`config.mk`:
```
export PLATFORM = sky130hd
export DESIGN_NAME = uart_tx_fsm
export DESIGN_NICKNAME = d
export VERILOG_FILES = /design/src/rtl/uart_pkg.sv /design/src/rtl/parity_calc.sv /design/src/rtl/uart_tx_fsm.sv
export SDC_FILE = /design/constraint.sdc
export NUM_CORES = 1
export LEC_CHECK = 0
export CORE_AREA = 2 2 39 41
export DETAILED_ROUTE_END_ITERATION = 6
export DIE_AREA = 0 0 41 43
export MAX_ROUTING_LAYER = met4
export PLACE_DENSITY = 0.65
export SLEW_MARGIN = 20
export SYNTH_ARGS = -nofsm -noshare
export SYNTH_HDL_FRONTEND = slang
export SYNTH_SLANG_ARGS = --single-unit
```
`constraint.sdc`:
```
create_clock -name CLK -period 1.8 [get_ports CLK]
set_clock_uncertainty 0.2 [all_clocks]
set_input_delay 0.36 -clock CLK [delete_from_list [all_inputs] [get_ports CLK]]
set_output_delay 0.36 -clock CLK [all_outputs]
set_load 0.1 [all_outputs]
```
`src/rtl/uart_pkg.sv`:
```
// Shared UART TX definitions: FSM state encodings, parity types and line levels.
// No logic; referenced by the TX control FSM and its helpers.
// Line-level constants keep start/stop/idle polarity in one place.
package uart_pkg;

  // One-hot is not needed at this rate; a compact binary encoding leaves
  // three unused codes that the FSM steers back to IDLE.
  typedef enum logic [2:0] {
    ST_IDLE   = 3'd0,
    ST_START  = 3'd1,
    ST_DATA   = 3'd2,
    ST_PARITY = 3'd3,
    ST_STOP   = 3'd4
  } tx_state_t;

  localparam logic PAR_EVEN  = 1'b0;
  localparam logic PAR_ODD   = 1'b1;

  localparam logic START_BIT = 1'b0;
  localparam logic STOP_BIT  = 1'b1;
  localparam logic IDLE_LINE = 1'b1;

endpackage

```
`src/rtl/parity_calc.sv`:
```
// Parity generator: reduction XOR of the data word, inverted for odd parity.
// Latency: combinational; the FSM registers the result at byte acceptance.
// No flow control; output simply follows the inputs.
module parity_calc #(
  parameter int DATA_WIDTH = 8
) (
  input  logic [DATA_WIDTH-1:0] data,
  input  logic                  par_typ,
  output logic                  par_bit
);

  // Even parity makes the total count of ones even; odd flips that bit.
  assign par_bit = (^data) ^ par_typ;

endmodule

```
`src/rtl/uart_tx_fsm.sv`:
```
// UART TX control FSM: sequences start, data (from serializer), optional parity, stop.
// Latency: start bit on the line the cycle after DATA_VALID is sampled in IDLE.
// Backpressure: bytes are taken only in IDLE (busy=0); DATA_VALID while busy is ignored.
module uart_tx_fsm
  import uart_pkg::*;
#(
  parameter int DATA_WIDTH = 8
) (
  input  logic                  CLK,
  input  logic                  RST,
  input  logic                  DATA_VALID,
  input  logic [DATA_WIDTH-1:0] P_DATA,
  input  logic                  PAR_EN,
  input  logic                  PAR_TYP,
  input  logic                  ser_done,
  input  logic                  ser_data,
  output logic                  ser_en,
  output logic                  busy,
  output logic                  TX_OUT
);

  tx_state_t state;
  tx_state_t next_state;
  logic      par_bit;
  logic      par_bit_lat;
  logic      par_en_lat;
  logic      accept;

  // A byte is taken only while idle; the serializer loads at the same edge.
  assign accept = (state == ST_IDLE) && DATA_VALID;

  parity_calc #(
    .DATA_WIDTH(DATA_WIDTH)
  ) u_parity_calc (
    .data    (P_DATA),
    .par_typ (PAR_TYP),
    .par_bit (par_bit)
  );

  // State register; async reset drops the line back to idle immediately.
  always_ff @(posedge CLK or negedge RST) begin
    if (!RST) begin
      state <= ST_IDLE;
    end else begin
      state <= next_state;
    end
  end

  // Parity bit and parity enable are frozen at acceptance so mid-frame
  // changes on P_DATA/PAR_EN/PAR_TYP cannot disturb the frame.
  always_ff @(posedge CLK or negedge RST) begin
    if (!RST) begin
      par_bit_lat <= 1'b0;
      par_en_lat  <= 1'b0;
    end else if (accept) begin
      par_bit_lat <= par_bit;
      par_en_lat  <= PAR_EN;
    end
  end

  // Next-state and Moore outputs; TX_OUT stays combinational so data bits
  // line up with the serializer's registered ser_data.
  always_comb begin
    next_state = ST_IDLE;
    ser_en     = 1'b0;
    busy       = 1'b0;
    TX_OUT     = IDLE_LINE;
    case (state)
      ST_IDLE: begin
        next_state = accept ? ST_START : ST_IDLE;
      end
      ST_START: begin
        busy       = 1'b1;
        TX_OUT     = START_BIT;
        next_state = ST_DATA;
      end
      ST_DATA: begin
        busy   = 1'b1;
        ser_en = 1'b1;
        TX_OUT = ser_data;
        if (ser_done) begin
          next_state = par_en_lat ? ST_PARITY : ST_STOP;
        end else begin
          next_state = ST_DATA;
        end
      end
      ST_PARITY: begin
        busy       = 1'b1;
        TX_OUT     = par_bit_lat;
        next_state = ST_STOP;
      end
      ST_STOP: begin
        busy       = 1'b1;
        TX_OUT     = STOP_BIT;
        next_state = ST_IDLE;
      end
      default: begin
        next_state = ST_IDLE;
      end
    endcase
  end

endmodule
```
# Word-level counts from Yosys, hierarchy flattened
# Cells that the tools add are included.
# word_totals
regBits	5
in_bits	15
output_inout_bits	3
# op_classes
reduce_logical	4
bitwise	1
n_mux	7
n_eq_ne	4
# ops
cell	n
3-bit one-hot mux with 4 select lines	1
8-bit parity	1
3-bit by 2-bit == test with 1-bit output (second input constant)	2
3-bit two-way mux	2
4-bit OR reduction	1
3-bit by 1-bit == test with 1-bit output (second input constant)	1
3-bit == test (second input constant)	1
3-bit zero test	1
1-bit two-way mux	3
1-bit one-hot mux with 3 select lines	1
1-bit logical AND	1
1-bit bitwise XOR	1

# Longest topological paths before layout
# depth
ltp_word	4
ltp_mapped	4
depth_no_buf	4

# By module
# From an unflattened synthesis, not the netlist that was laid out.
# hier_totals
hier_cells	33
hier_area_um2	350.3
# modules_own_cells
module	n_inst	cells_per_inst	area_per_inst_um2
uart_tx_fsm	1	26	267.8
parity_calc	1	7	82.6

# Worst setup path after synthesis
# No wires, ideal clock.
# synth_timing
path_type	register -> output
from	register state[0]
to	output port busy
n_path_buf	0
arrival_time_ns	2.021
required_time_ns	1.240
path_slack_ns	-0.781
stages_incl_launch_ff	3
path_cell_list	dfrtp_1 nor2_1 xnor2_1
# synth_via
elab_chain_len	3
elab_cells_between_ends	6
classes_between	eq/ne: 4; mux: 1; reduce/logical: 1
# synth_rtl
item	line	source
start: declaration	uart_tx_fsm.sv:22	tx_state_t state;
start signal: assignment	uart_tx_fsm.sv:45	state <= next_state;
3-bit by 2-bit == test with 1-bit output, or another cell as far along	uart_tx_fsm.sv:68	case (state)
4-bit OR reduction (no source line) *	--	
1-bit two-way mux *	uart_tx_fsm.sv:68	
end: declaration	uart_tx_fsm.sv:18	output logic busy,
# Mark *: on every way between the ends. The rest lies on a longest branch, timed or not.

# Final worst setup path
# layout_timing
from	register state[0]
to	output port TX_OUT
# layout_via
elab_chain_len	2
elab_cells_between_ends	4
classes_between	eq/ne: 3; mux: 1
# layout_rtl
item	line	source
3-bit by 2-bit == test with 1-bit output or 3-bit by 1-bit == test with 1-bit output (tied branches)	uart_tx_fsm.sv:68	
1-bit one-hot mux with 3 select lines *	uart_tx_fsm.sv:68	
end: declaration	uart_tx_fsm.sv:19	output logic TX_OUT
# Marks and branches as above.

==> implementation parameters <==
Parameter                              Value

Run status
  Run status ... completed

Place
  Buffers added on ports ... 17
  Placed cells ... 66
  Gpl congestion ... 0.763
  HPWL after DPL ... roughly 590 µm

Routing
  Via Count ... 291
  Wire length per cell after detailed routing ... between 9 and 10 µm
  Router iterations before antenna repair ... 1
  Post-route DRC violation count ... 0
  Vias per cell ... 4.16
  Detailed-route wire length ... 697 µm
  DRT iter0 DRCs ... 0
  Number of nets with antenna violations after detailed routing ... 0

Power
  Power density cells ... approximately 2000 nW/µm²
  Leakage power ... ~0.27 nW
  Worst supply voltage drop on vdd ... approximately 0.9 mV
  Total power consumption of the routed design ... between 1 and 1.5 mW

Finish
  Fillcell total ... 138
  Layout Nets ... 70
  Share of post-route cells with drive strength above 1 ... 0.389
  Count of placed standard cells in the final layout, fillers left out ... 70
  Layout Area Growth over Synthesis ... 86.7%
  ANT cells ... 0

Worst hold path
  Hold Crit Class ... in -> async

Worst setup path
  Worst setup slack for register-to-register paths ... 0.33 ns
  Required arrival time at the worst endpoint ... 1.24 ns
  Type of element capturing the critical path ... primary output
  Largest fanout on the critical path ... 6
  Arrival time at the worst endpoint ... between 1 and 1.5 ns
  Startpoint type of the worst setup path ... flop
  Worst Path Class, Setup ... reg -> out
  Reg2Reg Depth ... 2

Floorplanning
  Number of standard-cell rows in the floorplan ... 14
  Initial core utilization ... 0.238
  Core Region ... ~1400 µm²
  Die ar. ... 1760 µm²
  Boundary Pins ... 18
  Vertical extent of the die ... 43 µm
  Die Span X ... 41 µm

Synthesis
  Cell count after synthesis ... 32
  Async set or reset register ratio after synthesis ... 1.00
  Number of enable-type register cells in the synthesized netlist ... 0
  Dominant register cell in the synthesized netlist ... sky130_fd_sc_hd__dfrtp_1
  Share of synthesized area occupied by flip-flops and latches ... 0.380
  Yosys top cell area share ... 0.380
  Avg Synthesized Cell Area ... 10.3 µm²
  Synth top cells by count ... 5 x sky130_fd_sc_hd__dfrtp_1, 5 x sky130_fd_sc_hd__xnor2_1, 3 x sky130_fd_sc_hd__a21oi_1, 3 x sky130_fd_sc_hd__nand2_1, 3 x sky130_fd_sc_hd__nor2_1
  Number of distinct library cells after synthesis ... 15
  Synthesized flop and latch total ... 5
  Cell area after synthesis ... 329 µm²
  Number of warnings reported in the yosys synthesis log ... 0
  Cell taking the most area after synthesis ... sky130_fd_sc_hd__dfrtp_1
  Top cells by area in the synthesized netlist ... sky130_fd_sc_hd__dfrtp_1 38%, sky130_fd_sc_hd__xnor2_1 13%, sky130_fd_sc_hd__xnor3_2 7.2%
  Net count of the mapped netlist ... 47

Global route
  Via count of the first global-routing pass ... 303
  Global-route wire length before repair ... 1110 µm
  Largest net degree at the start of global routing ... 7
  Number of antenna violations at the first check in global routing ... 0
  Global route overflow ... 0
  All-Layer GR Usage ... 0.101

Timing
  RSZ-0062 raised after global routing ... true
  Relative slew slack ... 0.791
  Final number of setup-violating endpoints ... 0
  Final clock period utilization by the worst path ... 0.992
  Number of hold-slack violations in the final timing report ... 0
  Worst Tran Pin Value ... around 0.31 ns
  Final Max Slew Viols ... 0
  Hold Slack ... 0.146 ns
  Period minus WS final ... approximately 1.8 ns
  Highest achievable clock rate ... 560 MHz

Clock tree
  Skew-Pair Late Insertion Delay ... 0.23 ns
  Maximum level of the CTS H-tree ... 1
  Num Clock Sinks ... 5
  CTS root buffer ... sky130_fd_sc_hd__clkbuf_4
  Number of CTS-inserted buffers ... 3
  Clock-pin slew reported for the worst setup and hold paths after clock tree synthesis ... 0.04 ns
  Clock tree from TritonCTS ... built
  Number of hold buffers added after cts ... 0
  Deepest clock path buffer count ... 2
  Post-CTS setup-driven buffer insertion count ... 0

Flow run
  Max-cap viol count ... 0
area by class of cell:
class | count | area (µm²) | share of cell area
multi-input combinational | 25 | 230 | 0.375
timing repair buffer | 18 | 203 | 0.330
sequential | 5 | 128 | 0.208
clock buffer | 4 | 26.3 | 0.0428
tap | 16 | 20.0 | 0.0326
inverter | 2 | 7.51 | 0.0122
logic make-up (layout without fill, tap and decap cells):
logic type	count (synthesis)	in the layout	synth area share
AO/OA/AOI/OAI	6	6	0.103
buffers and inverters	2	24	0.0228
multiplexers	1	1	0.0456
XOR/XNOR	8	8	0.281
flip-flops	5	5	0.380
AND/OR/NAND/NOR	10	10	0.167
layout by cell type (no fill, tap or decap), drive strengths merged:
master / Yosys / layout
clkdlybuf4s50: 0 / 10
xnor2: 6 / 6
dfrtp: 5 / 5
dlygate4sd2: 0 / 4
clkbuf: 0 / 4
buf: 0 / 4
a21oi: 3 / 3
nand2: 3 / 3
nor2: 3 / 3
inv: 2 / 2
nand2b: 2 / 2
o21ai: 2 / 2
nor4b: 1 / 1
a31o: 1 / 1
nor3: 1 / 1
xnor3: 1 / 1
xor2: 1 / 1
mux2: 1 / 1
flip-flops by register name, indices dropped and copies added (netlist names):
register     count
par_bit_lat      1
par_en_lat       1
state            3
critical path, stage by stage, from the launching register on:
cell and delay [ns]:
sky130_fd_sc_hd__dfrtp_2 0.44, sky130_fd_sc_hd__nand2b_4 0.17, sky130_fd_sc_hd__o21ai_2 0.13, sky130_fd_sc_hd__nand2b_2 0.09, sky130_fd_sc_hd__buf_12 0.17
through the flow:
| stage | util | instance area, µm² | TNS, ns | setup WS [ns] |
|---|---|---|---|---|
| 6_report | 0.444 | 614 | 0 | 0.0145 |
| 5_1_grt | 0.444 | 614 | -0.0630 | -0.0325 |
| 4_1_cts | 0.443 | 613 | 0 | 0.00745 |
| 3_5_place_dp | 0.411 | 569 | -0.330 | -0.322 |
| 3_3_place_gp | 0.411 | 569 | -0.279 | -0.279 |
| 2_1_floorplan | - | 342 | -0.441 | -0.161 |
final timing paths:
path                                   startpoint                       to
min reg2reg                par_en_lat$_DFFE_PN0P_       state[0]$_DFF_PN0_
max                            state[0]$_DFF_PN0_                   TX_OUT
min                                           RST   par_en_lat$_DFFE_PN0P_
max in group asynchronous                     RST       state[0]$_DFF_PN0_
max reg2reg                    state[1]$_DFF_PN0_  par_bit_lat$_DFFE_PN0P_
min in group CLK           par_en_lat$_DFFE_PN0P_       state[0]$_DFF_PN0_
report_power, final:
part,internal (mW),total (mW),switching [mW]
logic,0.379,0.895,0.516
registers,0.168,0.239,0.0704
clock network,0.0836,0.126,0.0422
metal layers:
metal | up-vias | part of all wire | track usage
li1 | 152 | - | -
met1 | 133 | 0.41 | 0.0885
met2 | 6 | 0.52 | 0.156
met3 | 0 | 0.062 | 0.0628
met4 | 0 | 0 | 0.0600
met5 | - | 0 | -
what timing repair did:
| action | 4_1_cts | 5_1_grt |
|---|---|---|
| endpoints found under the setup margin | 3 | 3 |
| pin swaps | 3 | 0 |
| gates cloned | 0 | 0 |
| endpoints found under the hold margin | 0 | 0 |
| resized for setup | 10 | 1 |
Note: power is estimated with default switching activity, not from simulation.
